===== config.mk =====
export PLATFORM = sky130hd
export DESIGN_NAME = conv_stream_flat
export DESIGN_NICKNAME = d
export VERILOG_FILES = /design/src/rtl/conv_stream_if.sv /design/src/rtl/conv_stream.sv /design/src/flat_wrapper.sv
export SDC_FILE = /design/constraint.sdc
export NUM_CORES = 1
export LEC_CHECK = 0
export ABC_AREA = 1
export BUFFER_PORTS_ARGS = -buffer_cell sky130_fd_sc_hd__buf_2
export CAP_MARGIN = 10
export CORE_ASPECT_RATIO = 0.5
export CORE_MARGIN = 2
export CORE_UTILIZATION = 30
export DETAILED_ROUTE_END_ITERATION = 8
export PLACE_DENSITY = 0.49
export SLEW_MARGIN = 20
export SYNTH_ARGS = -nofsm -noshare
export SYNTH_HDL_FRONTEND = slang
export SYNTH_SLANG_ARGS = --single-unit

===== constraint.sdc =====
create_clock -name clk -period 7.4 [get_ports clk]
set_input_delay 2.22 -clock clk [delete_from_list [all_inputs] [get_ports clk]]
set_output_delay 2.22 -clock clk [all_outputs]
set_load 0.01 [all_outputs]

===== src/rtl/conv_stream_if.sv =====
// Streaming port bundle for conv_stream: sample input with ready/valid and
// result output with ready/valid/last.
interface conv_stream_if #(
  parameter int DW = 16,
  parameter int YW = 35
);
  logic signed [DW-1:0] in_data;
  logic                 in_valid;
  logic                 in_ready;
  logic signed [YW-1:0] out_data;
  logic                 out_valid;
  logic                 out_ready;
  logic                 out_last;

  // slave = the convolution engine, master = the surrounding logic
  modport slave (
    input  in_data, in_valid, out_ready,
    output in_ready, out_data, out_valid, out_last
  );

  modport master (
    output in_data, in_valid, out_ready,
    input  in_ready, out_data, out_valid, out_last
  );
endinterface


===== src/rtl/conv_stream.sv =====
// Streaming linear convolution Y = A * B with one time-multiplexed signed MAC.
// A can be retained across runs so the block can act as a fixed filter kernel.
//
// state | meaning
// LOAD  | accept A (unless retained) then B samples
// MAC   | issue M products for result k, accumulate them one cycle later
// EMIT  | hold result k until downstream accepts it
module conv_stream #(
  parameter int M  = 6,
  parameter int N  = 8,
  parameter int DW = 16
) (
  input  logic          clk,
  input  logic          rst,
  conv_stream_if.slave  s,
  input  logic          keep_a,
  output logic          busy
);
  localparam int YW = 2*DW + $clog2(M);
  localparam int AW = (M > 1) ? $clog2(M) : 1;
  localparam int BW = (N > 1) ? $clog2(N) : 1;
  localparam int KW = (M + N - 1 > 1) ? $clog2(M + N - 1) : 1;
  localparam int LW = $clog2(M + N + 1);

  localparam logic [1:0] LOAD = 2'd0;
  localparam logic [1:0] MAC  = 2'd1;
  localparam logic [1:0] EMIT = 2'd2;

  logic [1:0]           state;
  logic [LW-1:0]        ld_idx;
  logic                 a_ok;
  logic signed [DW-1:0] a_mem [M];
  logic signed [DW-1:0] b_mem [N];
  logic [KW-1:0]        k;
  logic [AW-1:0]        i;
  logic                 iss_done;
  logic                 pv;
  logic signed [YW-1:0] prod_q;
  logic signed [YW-1:0] acc;

  logic                 in_ready_q;
  logic signed [YW-1:0] out_data_q;
  logic                 out_valid_q;
  logic                 out_last_q;

  assign s.in_ready  = in_ready_q;
  assign s.out_data  = out_data_q;
  assign s.out_valid = out_valid_q;
  assign s.out_last  = out_last_q;

  logic                 xfer;
  logic                 load_last;
  logic                 wr_a;
  logic [AW-1:0]        wr_a_idx;
  logic [BW-1:0]        wr_b_idx;
  logic signed [YW-1:0] acc_sum;

  assign xfer      = s.in_valid && in_ready_q;
  assign load_last = a_ok ? (ld_idx == LW'(N - 1)) : (ld_idx == LW'(M + N - 1));
  assign wr_a      = !a_ok && (ld_idx < LW'(M));
  assign wr_a_idx  = AW'(ld_idx);
  assign wr_b_idx  = a_ok ? BW'(ld_idx) : BW'(ld_idx - LW'(M));
  assign acc_sum   = acc + prod_q;

  // Product issue point; the accept cycle in EMIT already issues i=0 of k+1
  // so every result costs M+1 cycles including the handshake.
  int                   iss_k;
  int                   iss_i;
  int                   bj;
  logic signed [YW-1:0] prod_n;

  always_comb begin
    iss_k  = (state == EMIT) ? int'(k) + 1 : int'(k);
    iss_i  = (state == EMIT) ? 0 : int'(i);
    bj     = iss_k - iss_i;
    prod_n = '0;
    if (bj >= 0 && bj < N) begin
      prod_n = YW'(a_mem[AW'(iss_i)]) * YW'(b_mem[BW'(bj)]);
    end
  end

  always_ff @(posedge clk) begin
    if (xfer) begin
      if (wr_a) begin
        a_mem[wr_a_idx] <= s.in_data;
      end else begin
        b_mem[wr_b_idx] <= s.in_data;
      end
    end
  end

  always_ff @(posedge clk) begin
    if (rst) begin
      state       <= LOAD;
      ld_idx      <= '0;
      a_ok        <= 1'b0;
      in_ready_q  <= 1'b1;
      out_valid_q <= 1'b0;
      out_data_q  <= '0;
      out_last_q  <= 1'b0;
      busy        <= 1'b0;
      k           <= '0;
      i           <= '0;
      iss_done    <= 1'b0;
      pv          <= 1'b0;
      prod_q      <= '0;
      acc         <= '0;
    end else begin
      case (state)
        LOAD: begin
          if (xfer) begin
            if (load_last) begin
              ld_idx     <= '0;
              state      <= MAC;
              k          <= '0;
              i          <= '0;
              acc        <= '0;
              pv         <= 1'b0;
              iss_done   <= 1'b0;
              in_ready_q <= 1'b0;
              busy       <= 1'b1;
            end else begin
              ld_idx <= ld_idx + 1'b1;
            end
          end
        end
        MAC: begin
          if (!iss_done) begin
            prod_q <= prod_n;
            pv     <= 1'b1;
            if (i == AW'(M - 1)) begin
              iss_done <= 1'b1;
            end else begin
              i <= i + 1'b1;
            end
          end else begin
            pv <= 1'b0;
          end
          if (pv) begin
            if (iss_done) begin
              out_data_q  <= acc_sum;
              out_valid_q <= 1'b1;
              out_last_q  <= (k == KW'(M + N - 2));
              state       <= EMIT;
            end else begin
              acc <= acc_sum;
            end
          end
        end
        EMIT: begin
          if (s.out_ready) begin
            out_valid_q <= 1'b0;
            if (out_last_q) begin
              out_last_q <= 1'b0;
              state      <= LOAD;
              in_ready_q <= 1'b1;
              busy       <= 1'b0;
              a_ok       <= keep_a;
            end else begin
              k        <= k + 1'b1;
              acc      <= '0;
              prod_q   <= prod_n;
              pv       <= 1'b1;
              i        <= (M > 1) ? AW'(1) : '0;
              iss_done <= (M == 1);
              state    <= MAC;
            end
          end
        end
        default: state <= LOAD;
      endcase
    end
  end
endmodule

===== src/flat_wrapper.sv =====
// flat-port wrapper written by rule: the top's interface ports become plain ports
module conv_stream_flat 
#(
  parameter int M  = 6,
  parameter int N  = 8,
  parameter int DW = 16
)
  (clk, rst, keep_a, busy, s_in_data, s_in_valid, s_out_ready, s_in_ready, s_out_data, s_out_valid, s_out_last);
  conv_stream_if #(.DW(DW)) s_i ();
  input  logic clk;
  input  logic rst;
  input  logic keep_a;
  output logic busy;
  input wire logic [$bits(s_i.in_data)-1:0] s_in_data;
  input wire logic [$bits(s_i.in_valid)-1:0] s_in_valid;
  input wire logic [$bits(s_i.out_ready)-1:0] s_out_ready;
  output wire logic [$bits(s_i.in_ready)-1:0] s_in_ready;
  output wire logic [$bits(s_i.out_data)-1:0] s_out_data;
  output wire logic [$bits(s_i.out_valid)-1:0] s_out_valid;
  output wire logic [$bits(s_i.out_last)-1:0] s_out_last;
  assign s_i.in_data = s_in_data;
  assign s_i.in_valid = s_in_valid;
  assign s_i.out_ready = s_out_ready;
  assign s_in_ready = s_i.in_ready;
  assign s_out_data = s_i.out_data;
  assign s_out_valid = s_i.out_valid;
  assign s_out_last = s_i.out_last;
  conv_stream #(.M(M), .N(N), .DW(DW)) u_core (.clk(clk), .rst(rst), .s(s_i), .keep_a(keep_a), .busy(busy));
endmodule

==> summary by stage, run 1 <==
Run status
The run finished with clean final reports.

Worst setup path
Data on the critical path is required at its endpoint by 7.82 ns. Measured in cells, the most critical reg-to-reg path has a length of 35. Among the stages of the critical path, the cell type that occurs most often is sky130_fd_sc_hd__nand2_1. The endpoint arrival time on the critical path is between 7 and 8 ns. The worst reg2reg path endpoint is u_core.prod_q[23]$_SDFFE_PP0P_.

The critical path class is reg2reg. The register-to-register setup slack is around 0.042 ns. The endpoint class of the critical path is a flip-flop.

The highest cell delay on the worst timing path is roughly 0.65 ns. In this run the worst path has a maximum fanout of 8. The slowest stage cell on the critical path is sky130_fd_sc_hd__fa_2. The type of origin of the critical path is a flip-flop.

The worst register-to-register path begins at u_core.state[0]$_SDFFE_PP0P_.

Finish
The commonest non-fill, non-tap cell in the layout is sky130_fd_sc_hd__nand2_1. Leaving out fill and tap cells, the most frequent cells in the layout are sky130_fd_sc_hd__nand2_1 (735), sky130_fd_sc_hd__inv_1 (513), sky130_fd_sc_hd__nor2_1 (252). The signed area change from the synthesized netlist to the final layout is 23.1%.

For this run, the number of standard cells in the final layout without fillers is 4603. The share of layout cells above drive strength 1 is 0.208. Measured on the finished design, the core utilization comes to 0.373. The net total in the final layout is 3809.

Clock tree
Clock-pin slew was measured on the worst setup and hold paths at ~0.07 ns. TritonCTS built the clock tree. Clock latency on the worst-skew pair, taken at its later pin, is between 0.5 and 0.6 ns. The number of clock sinks is 346.

The TritonCTS buffer count is 36. The buffer levels on the longest clock path is 3. CTS placed an instance of sky130_fd_sc_hd__clkbuf_16 at the clock tree root. In this run the number of H-tree levels came out at 2.

Min path
The tightest min-delay check is of the reg2reg type. The endpoint with the worst hold slack is u_core.s.out_valid$_SDFFE_PP0P_. The startpoint identified for the worst hold timing path is u_core.s.out_valid$_SDFFE_PP0P_.

Counting instances, the worst hold path has a depth of 2.

Synth
The library cell occupying the most area in the post-synthesis netlist is sky130_fd_sc_hd__edfxtp_1. Counting distinct cell types in the post-synthesis netlist gives between 50 and 60. The number of nets in the synthesized netlist is about 3.5k. The number of instances in the synthesized netlist is about 3.1k.

The portion of the post-synthesis area used by sequential elements is 0.343. The flop and latch count out of synthesis is 346. The number of enable flip-flop cells after synthesis is approximately 220. The cell area after synthesis is 0.0268 sq mm. The post-synthesis average cell area is 8.56 sq um. For this run, asynchronously set or reset flops after synthesis account for 0. The flip-flop cell with the highest count after synthesis is sky130_fd_sc_hd__edfxtp_1.

After synthesis, the cell types taking the most area are sky130_fd_sc_hd__edfxtp_1 (25%), sky130_fd_sc_hd__fa_1 (20%), sky130_fd_sc_hd__nand2_1 (11%). The number of warnings issued by yosys is 0. The top cell type's share of synthesized area is 0.251.

Route
The number of DRC markers in iteration 0 is approximately 1.4k. The first-pass detailed-route iteration total is 5. Using the TritonRoute via totals, the vias-per-cell ratio works out to around 4.6. Detailed routing inserted a total of between 20k and 25k vias.

The total detailed-routing wirelength is around 82000 microns. The post-route DRC violation count is 0. The average wire per cell in the routed design is 17.8 microns. The count of nets left with antenna violations after detail routing is 0.

STA
The highest achievable clock rate is 136 MHz. Setup violations remaining at the end of the flow were counted as 0. Setup repair after global routing could not meet its margin everywhere.

The period utilization is 0.994. Headroom to the max-slew limit came out at 0.313. For the finished layout, the period the worst path requires is 7.36 ns.

Adding up every negative setup slack in the final design gives 0 ns. The total count of max-transition violations in the final report is 0. For the pin with the worst max-slew slack, the measured transition is just over 1 ns. Hold timing on the final database bottoms out at a slack of 0.447 ns.

The total count of hold-check failures in the final report was 0. For the final database, setup skew stands at roughly 0.021 ns.

Floorplan
The starting density of the core is 0.303. The area of the die is 0.0918 sq mm. The die width is roughly 430 microns.

The area of the core region is between 0.08 and 0.09 sq mm. The floorplan has a little under 80 rows. 60 I/O pins were placed.

The floorplan step set the die height to 215 microns.

Global route
The first global-routing pass estimated 127000 microns of wire. For this run, the total global-route usage over all layers was measured as 0.178. The initial antenna violation count was 2. The via count of the first global-routing pass is between 20k and 25k.

Global routing finished with a remaining overflow of 0. Entering global routing, the biggest net connects between 70 and 80 pins.

Place
Input and output buffers added on the ports amount to 59. The post-placement cell count is 4513. Routability-driven placement finished with a final weighted congestion of between 0.9 and 1. The HPWL after detailed placement is 62200 microns.

Flow run
The max-cap check violation count is 0.
## cell families after synthesis
| group | after synthesis | synth area share |
|---|---|---|
| simple gates | 1286 | 0.196 |
| buf+inv | 654 | 0.0963 |
| compound gates | 415 | 0.0962 |
| fa+ha+maj | 399 | 0.261 |
| flops | 346 | 0.343 |
| xor+xnor | 26 | 0.00879 |
## registers in the layout, summed over array words and instances (netlist names)
signal	flops
u_core.s.out_valid	1
u_core.acc	35
u_core.ld_idx	4
u_core.iss_done	1
u_core.i	3
u_core.a_ok	1
u_core.pv	1
u_core.busy	1
u_core.s.out_data	35
u_core.state	2
u_core.prod_q	32
u_core.b_mem	128
u_core.s.out_last	1
u_core.k	4
u_core.a_mem	96
u_core.s.in_ready	1
## worst max-delay path by stage
| stage | start | depth (start not counted) | slack, ns | end |
|---|---|---|---|---|
| after floorplan | u_core.state[0]$_SDFFE_PP0P_ | 34 | 0.01 | u_core.prod_q[30]$_SDFFE_PP0P_ |
| after global placement | u_core.state[0]$_SDFFE_PP0P_ | 36 | -0.51 | u_core.prod_q[29]$_SDFFE_PP0P_ |
| after detailed placement | u_core.state[0]$_SDFFE_PP0P_ | 36 | -0.54 | u_core.prod_q[29]$_SDFFE_PP0P_ |
| after CTS | u_core.k[0]$_SDFFE_PP0P_ | 34 | -0.009 | u_core.prod_q[29]$_SDFFE_PP0P_ |
| after global routing | u_core.state[0]$_SDFFE_PP0P_ | 35 | -0.19 | u_core.prod_q[15]$_SDFFE_PP0P_ |
| final | u_core.state[0]$_SDFFE_PP0P_ | 35 | 0.04 | u_core.prod_q[23]$_SDFFE_PP0P_ |
## repair_timing
item,CTS,global route
buffers inserted,6,14
hold buffers,0,0
setup endpoints to repair,22,23
pin swaps,22,98
gates cloned,1,4
resized for setup,147,211
## area by class of cell
type	instances	area, sq um
Clock inverter	22	332
Fill cell	8934	55400
Multi-Input combinational cell	2126	16300
Inverter	567	2170
Tap cell	1185	1480
Antenna cell	1	2.50
Sequential cell	346	9170
Clock buffer	44	951
Timing Repair Buffer	312	2540
## critical path, delay by kind of cell (launching register included)
| kind | cells | cell delay (ns) |
|---|---|---|
| compound gates | 2 | 0.32 |
| flops | 1 | 0.35 |
| xor+xnor | 1 | 0.15 |
| simple gates | 12 | 1.13 |
| fa+ha+maj | 10 | 4.39 |
| buf+inv | 10 | 0.87 |
## per-layer routing
layer / up-vias / wire length [microns] / global-route usage
met4: 4 / 1730 / 0.0362
met1: 10500 / 38500 / 0.246
met5: - / 30 / 0
met2: 403 / 38500 / 0.301
met3: 98 / 3070 / 0.0213
li1: 10400 / - / -
## stage by stage
step | area, sq um | setup WS (ns)
6_report | 33000 | 0.0416
5_1_grt | 33000 | -0.193
4_1_cts | 32000 | -0.00890
3_5_place_dp | 30100 | -0.541
3_3_place_gp | 30100 | -0.508
2_1_floorplan | 26900 | 0.0141
## cell usage after synthesis (all sizes together) (2+ instances only)
master,number
ha,135
a21oi,191
o21a,8
nand3b,13
nand4,14
o21ai,108
xor2,18
o221ai,3
nand3,114
and2,6
inv,563
nand2,798
nor2,305
fa,264
o211ai,13
clkbuf,40
o21bai,25
a21o,13
o22ai,2
edfxtp,224
dfxtp,122
or2,14
clkinv,4
xnor2,8
a211oi,3
buf,47
nor3,19
a22oi,4
a32o,42
Power of run 1 is not shown: default switching activity piles up to over one toggle a cycle in this logic, so the estimate is an artifact.
==> inputs of run 2 (changes only) <==
Settings changed: PLACE_DENSITY 0.49 to 0.47.
Clock period 7.4 ns to 9.5 ns, I/O delays scaled along.
==> run 2 against run 1 <==
Setup slack gained 0.47 ns. Final area shrank 9.9%. Clock-buffer cell count grew 5. Non-clock buffer count shrank 210. Via count shrank 3.8%. Utilization shrank 3.7 points. First-iteration DRC count grew 17%. Die area is the same. Fmax shrank 18%. Global-route usage shrank 0.44 points. Highest routed layer unchanged.
==> summary by stage, run 2 (same netlist as run 1, synthesis figures left out) <==
Global route
The aggregate global-route resource usage is 0.174. The total grt overflow is 0. The initial antenna violation count came to 3. The wire length of the first global-routing pass is 124000 microns. The via count of the first global-routing pass is around 21k. Entering global routing, the biggest net connects 74 pins.

Route
The highest metal layer with signal wires is met5. The routed length on met1 is about 38000 microns. The post-route DRC violation count is 0.

The total via count in the routed design is slightly above 20k. The total detailed-routing wirelength is 79200 microns. The number of DRC markers in iteration 0 is between 1.5k and 2k. The average wire per cell in the routed design is about 18 microns. The first-pass detailed-route iteration total is 5.

The routed design uses 3750 microns of met3 wire. Once detail routing completed, the nets flagged for antenna violations numbered 0. After detailed routing, the met2 layer carries about 36000 microns of wire.

After detailed routing, the number of vias per cell comes to about 4.7.

Finish
The area taken by flip-flops and latches is approximately 0.0092 sq mm. The signed area change from the synthesized netlist to the final layout is 10.9%. The repair_antennas step left the layout with diodes totalling 0. In the final layout, the registers with the most flip-flops are u_core.b_mem x128, u_core.a_mem x96. The commonest non-fill, non-tap cell in the layout is sky130_fd_sc_hd__nand2_1. The combined area of the multi-input logic cells is about 0.015 sq mm.

The largest register by flop count is u_core.b_mem. The flip-flop count of the largest register after layout is 128. For this run, the post-layout net count is 3600. The number of inserted filler cells in the final layout is ~9.2k.

Of the cells placed in the final design, the portion with a size suffix greater than 1 is 0.0755. In the layout the commonest cells are sky130_fd_sc_hd__nand2_1 (795), sky130_fd_sc_hd__inv_1 (548), sky130_fd_sc_hd__nor2_1 (298).

Flow run
Across the run, the number of max-cap violations was 0.

Worst setup path
In this run the critical register-to-register path is captured at u_core.prod_q[28]$_SDFFE_PP0P_. The slowest stage cell on the critical path is sky130_fd_sc_hd__fa_1. The most repeated library cell on the critical path is sky130_fd_sc_hd__fa_1. The launch instance of the worst register-to-register path is u_core.state[0]$_SDFFE_PP0P_. The largest fanout of any net on the critical path is 28.

For the worst setup path, the data arrival time is roughly 9.4 ns. The register-to-register setup slack is 0.51 ns. The critical path is of the reg2reg type.

STA puts the critical path data required time at 9.92 ns. STA classifies the critical path startpoint as a flip-flop. STA classifies the critical path endpoint as a flip-flop. The largest single stage delay on the critical path is 0.58 ns. The count of cells along the worst register-to-register path is 34.

Place
The weighted congestion reported at the end of routability-driven placement is around 0.89. The post-place setup slack is between 0.5 and 0.6 ns. After legalization and detailed placement, the total HPWL measured approximately 60000 microns. Input and output buffers added on the ports amount to approximately 60.

STA
The highest achievable clock rate is about 110 MHz. For the pin with the worst max-slew slack, the measured transition is between 1 and 1.5 ns. The shortest clock period the worst path allows after layout is ~9.0 ns. The total count of max-transition violations in the final report is 0. Adding up every negative setup slack in the final design gives 0 ns. The period utilization is 0.946. The worst-case clock skew is a little over 0.03 ns. Setup repair after global routing left no endpoint under its margin. The total count of hold-check failures in the final report is 0.

Hold is met by between 0.4 and 0.5 ns. The post-layout worst setup margin is approximately 0.51 ns. The headroom to the max-slew limit is 0.327. Setup violations remaining at the end of the flow were counted as 0.

Min path
The source of the worst hold timing path is u_core.acc[18]$_SDFFE_PP0P_. The worst hold path passes through 2 cells. The endpoint with the worst hold slack is u_core.acc[18]$_SDFFE_PP0P_.

The tightest min-delay check is of the reg2reg type.

Clock tree
The clock insertion delay at the later pin of the skew report is 0.58 ns. After clock tree synthesis, the flow added hold-fix buffers numbering 0. TritonCTS built the clock tree.

The clock-pin slew on the worst setup and hold paths is roughly 0.06 ns. Buffers added to address setup during post-CTS repair amount to 0. The number of clock sinks is about 350.

Counting the buffers created by CTS gives 37. The number of cells upsized or downsized after cts is 0. The buffer levels on the longest clock path is 3.

The root buffer cell chosen for the clock tree is sky130_fd_sc_hd__clkbuf_16. The H-tree level count is 2.

Floorplan
From bottom edge to top edge, the die measures approximately 220 microns. During I/O placement, the number of pins put on the boundary was 60. In this run the standard cell core region covers ~0.088 sq mm. From left edge to right edge, the die measures 426 microns.

The initial utilization of the core area, before any placement, comes to 0.303. The area of the die is about 0.09 sq mm. The number of core rows is between 70 and 80.

Run status
The flow ran to the end, and the final reports show no timing, DRC or antenna violations.
[run 2: cell types whose count changed in the layout (fill, tap and decap cells not counted), sizes merged, moves of 2 or more]
cell | before | now
clkinv | 16 | 13
clkbuf | 47 | 49
bufinv | 6 | 2
inv | 565 | 567
buf | 309 | 102
[run 2: cell type report]
class                      count  area share
sequential                   346       0.309
clock buffer                  49      0.0348
inverter                     567      0.0718
tap                         1185      0.0499
timing repair buffer         102      0.0217
multi-input combinational   2126       0.507
clock inverter                16     0.00552
[run 2: metal layers]
metal  track usage  vias up
met5             0        -
met4        0.0476        4
met3        0.0284      114
met2         0.280      429
met1         0.241    10000
li1              -     9990
[run 2: worst max path at each step]
| stage | cells after the start | startpoint | slack, ns | endpoint |
|---|---|---|---|---|
| finish | 34 | u_core.state[0]$_SDFFE_PP0P_ | 0.51 | u_core.prod_q[28]$_SDFFE_PP0P_ |
| global route | 32 | u_core.state[0]$_SDFFE_PP0P_ | 0.05 | u_core.prod_q[27]$_SDFFE_PP0P_ |
| CTS | 32 | u_core.state[0]$_SDFFE_PP0P_ | 0.50 | u_core.prod_q[27]$_SDFFE_PP0P_ |
| detailed placement | 32 | u_core.state[0]$_SDFFE_PP0P_ | 0.52 | u_core.prod_q[27]$_SDFFE_PP0P_ |
| global placement | 32 | u_core.state[0]$_SDFFE_PP0P_ | 0.58 | u_core.prod_q[27]$_SDFFE_PP0P_ |
| floorplan | 38 | u_core.state[0]$_SDFFE_PP0P_ | 1.50 | u_core.prod_q[30]$_SDFFE_PP0P_ |
[run 2: critical path: cells and delay by family, from the launching register on]
| kind | cells | cell delay [ns] |
|---|---|---|
| AOI/OAI and AO/OA | 6 | 1.06 |
| and+or+nand+nor | 8 | 1.14 |
| DFF | 1 | 0.37 |
| adders and majority gates | 10 | 4.66 |
| buffers and inverters | 10 | 1.60 |
[run 2: stage by stage]
| step | util | std cells | area [sq um] |
|---|---|---|---|
| finish | 0.336 | 4391 | 29700 |
| global route | 0.336 | 4391 | 29700 |
| CTS | 0.336 | 4391 | 29700 |
| detailed placement | 0.323 | 4326 | 28500 |
| global placement | 0.323 | 4326 | 28500 |
| floorplan | - | 3126 | 26800 |
Power of run 2 is left out for the same reason.
==> inputs of run 3 (changes only) <==
Settings changed: BUFFER_PORTS_ARGS -buffer_cell sky130_fd_sc_hd__buf_2 to default, CORE_ASPECT_RATIO 0.5 to default, DONT_BUFFER_PORTS from default to 1.
==> run 3 against run 2 <==
Non-clock buffer count shrank 57. Utilization shrank 0.29 points. Critical path depth up 1. Final area is 0.83% lower. Critical path type unchanged.
==> summary by stage, run 3 (same netlist as run 1, synthesis figures left out) <==
Worst setup path
The largest single stage delay on the critical path is 0.59 ns. The endpoint arrival time on the critical path is between 9 and 10 ns. The data required time of the worst path is approximately 10 ns. Together, buffers and inverters on the worst path number 10.

The critical path class is reg2reg. The category of cells accounting for the largest share of critical-path delay is adder cells. The endpoint class of the critical path is a flip-flop. The type of origin of the critical path is a flip-flop. Of all nets on the critical path, the largest fanout is 54. The slowest stage cell on the critical path is sky130_fd_sc_hd__fa_1.

Clock tree
The clock insertion delay at the later pin of the skew report is a little under 0.6 ns. The number of gates resized after CTS was 0. The number of buffers added to fix hold violations after cts is 0. The root buffer cell is sky130_fd_sc_hd__clkbuf_16. TritonCTS built the clock tree. The clock passes through at most 3 buffers. The H-tree was split into 2 levels. The clock-pin slew on the worst setup and hold paths is 0.06 ns. The number of clock sinks is between 300 and 400.

Once the clock tree was built, the setup fixing pass inserted 0 buffers. The TritonCTS buffer count is 38.

Floorplan
The vertical extent of the die is between 300 and 400 microns. The area of the die is between 0.09 and 0.1 sq mm. After floorplanning, the core was sized to cover between 0.08 and 0.09 sq mm.

The die is 303 microns wide. For this configuration, the core starts out at a cell density of 0.303. 60 I/O pins were placed. The number of core rows is around 110.

Place
The count of input and output buffers is 0. The half-perimeter wire length after detailed placement is about 60000 microns. The weighted congestion reported at the end of routability-driven placement is around 0.91.

Route
The total via count in the routed design is about 20k. Wire segments on met2 add up to 36900 microns in the final route. The first detailed-routing pass ran for 5 iterations. The detail route stage leaves a number of antenna-violating nets equal to 0. The routed design has roughly 80000 microns of wire. In the final routing, the length of wire on met1 measures 38500 microns. In the final routed layout, each cell accounts on average for about 19 microns. For this run, design rule violations remaining after detail routing come to 0.

The highest layer touched by signal routing is met4. The detail-routed via count per cell is 4.74. The number of DRC markers in iteration 0 is approximately 1.5k. The sum of met3 wire segment lengths after detailed routing is approximately 3200 microns.

STA
The total count of hold-check failures in the final report was 0. The worst pin sits at a relative slew slack of 0.356. The total of endpoints with negative setup slack in the final report is 0. Setup repair after global routing left no endpoint under its margin.

The total count of max-transition violations in the final report is 0. For the pin with the worst max-slew slack, the measured transition is just under 1 ns. The minimum hold slack is between 0.4 and 0.5 ns.

Static timing analysis puts the maximum clock frequency at 113 MHz. Subtracting the final worst setup slack from the clock period gives 8.86 ns. Between clock sinks in the finished design, the worst skew comes to approximately 0.021 ns. The setup TNS after final layout is 0 ns. In the finished design, the share of the clock period the worst path needs comes to 0.932.

Min path
The type of the most critical hold path is reg2reg.

Global route
The wire length of the first global-routing pass is 125000 microns. The via count of the first global-routing pass was 20.5k. Across every metal layer, demand over resource in global routing totals 0.179. The initial antenna violation count is 1.

The maximum number of pins on one net before global-route repair is between 70 and 80. After global routing the overflow that remains totals 0.

Finish
The commonest non-fill, non-tap cell in the layout is sky130_fd_sc_hd__nand2_1. Once layout is complete, the utilization of the core stands at 0.333. The number of antenna diodes in the final layout is 0.

The register with the most flip-flops in the layout has around 130 of them. The largest registers in the layout are u_core.b_mem x128, u_core.a_mem x96. The share of layout cells above drive strength 1 is 0.0606. The top cell types in the final layout, fill and taps aside, are sky130_fd_sc_hd__nand2_1 (796), sky130_fd_sc_hd__inv_1 (548), sky130_fd_sc_hd__nor2_1 (293). The largest register by flop count is u_core.b_mem.

The number of inserted filler cells in the final layout is 9360. The net total in the final layout is between 3k and 4k. Compared with the post-synthesis result, the final layout area differs by 10.0%.

Run status
The flow ran to the end, and the final reports show no timing, DRC or antenna violations.

Flow run
The max-cap check violation count is 0.
[run 3: final timing paths]
check	start	endpoint	slack (ns)	depth (start not counted)
worst max-delay path	u_core.state[0]$_SDFFE_PP0P_	u_core.prod_q[28]$_SDFFE_PP0P_	0.64	35
worst min-delay path	u_core.acc[0]$_SDFFE_PP0P_	u_core.acc[0]$_SDFFE_PP0P_	0.47	2
worst max register to register	u_core.state[0]$_SDFFE_PP0P_	u_core.prod_q[28]$_SDFFE_PP0P_	0.64	35
worst min register to register	u_core.acc[0]$_SDFFE_PP0P_	u_core.acc[0]$_SDFFE_PP0P_	0.47	2
[run 3: area by class of cell]
class	count	area, sq um	area share
Multi-Input combinational cell	2126	15100	0.513
Sequential cell	346	9170	0.311
Inverter	567	2130	0.0724
Tap cell	1165	1460	0.0495
Clock buffer	49	1010	0.0344
Timing Repair Buffer	45	363	0.0123
Clock inverter	18	220	0.00748
[run 3: per-stage QoR]
| stage | instances | instance area (sq um) | worst slack [ns] |
|---|---|---|---|
| 6_report | 4316 | 29400 | 0.642 |
| 3_5_place_dp | 4249 | 28200 | 0.687 |
| 2_1_floorplan | 3126 | 26800 | 1.50 |
| 4_1_cts | 4316 | 29400 | 0.665 |
| 5_1_grt | 4316 | 29400 | 0.0830 |
| 3_3_place_gp | 4249 | 28200 | 0.711 |
[run 3: worst reg2reg max path: cells and delay by family, from the launching register on]
kind | cells | cell delay (ns)
adder cells (fa/ha/maj) | 10 | 4.81
buffers and inverters | 10 | 1.32
AO/OA/AOI/OAI | 6 | 1.27
AND/OR/NAND/NOR | 9 | 1.04
flip-flops | 1 | 0.36
[run 3: layer usage]
metal / GRT usage / vias to the layer above
met5: 0 / -
met4: 0.0375 / 0
met3: 0.0157 / 79
met2: 0.291 / 423
met1: 0.258 / 10100
li1: - / 9872
Power of run 3 is left out for the same reason.
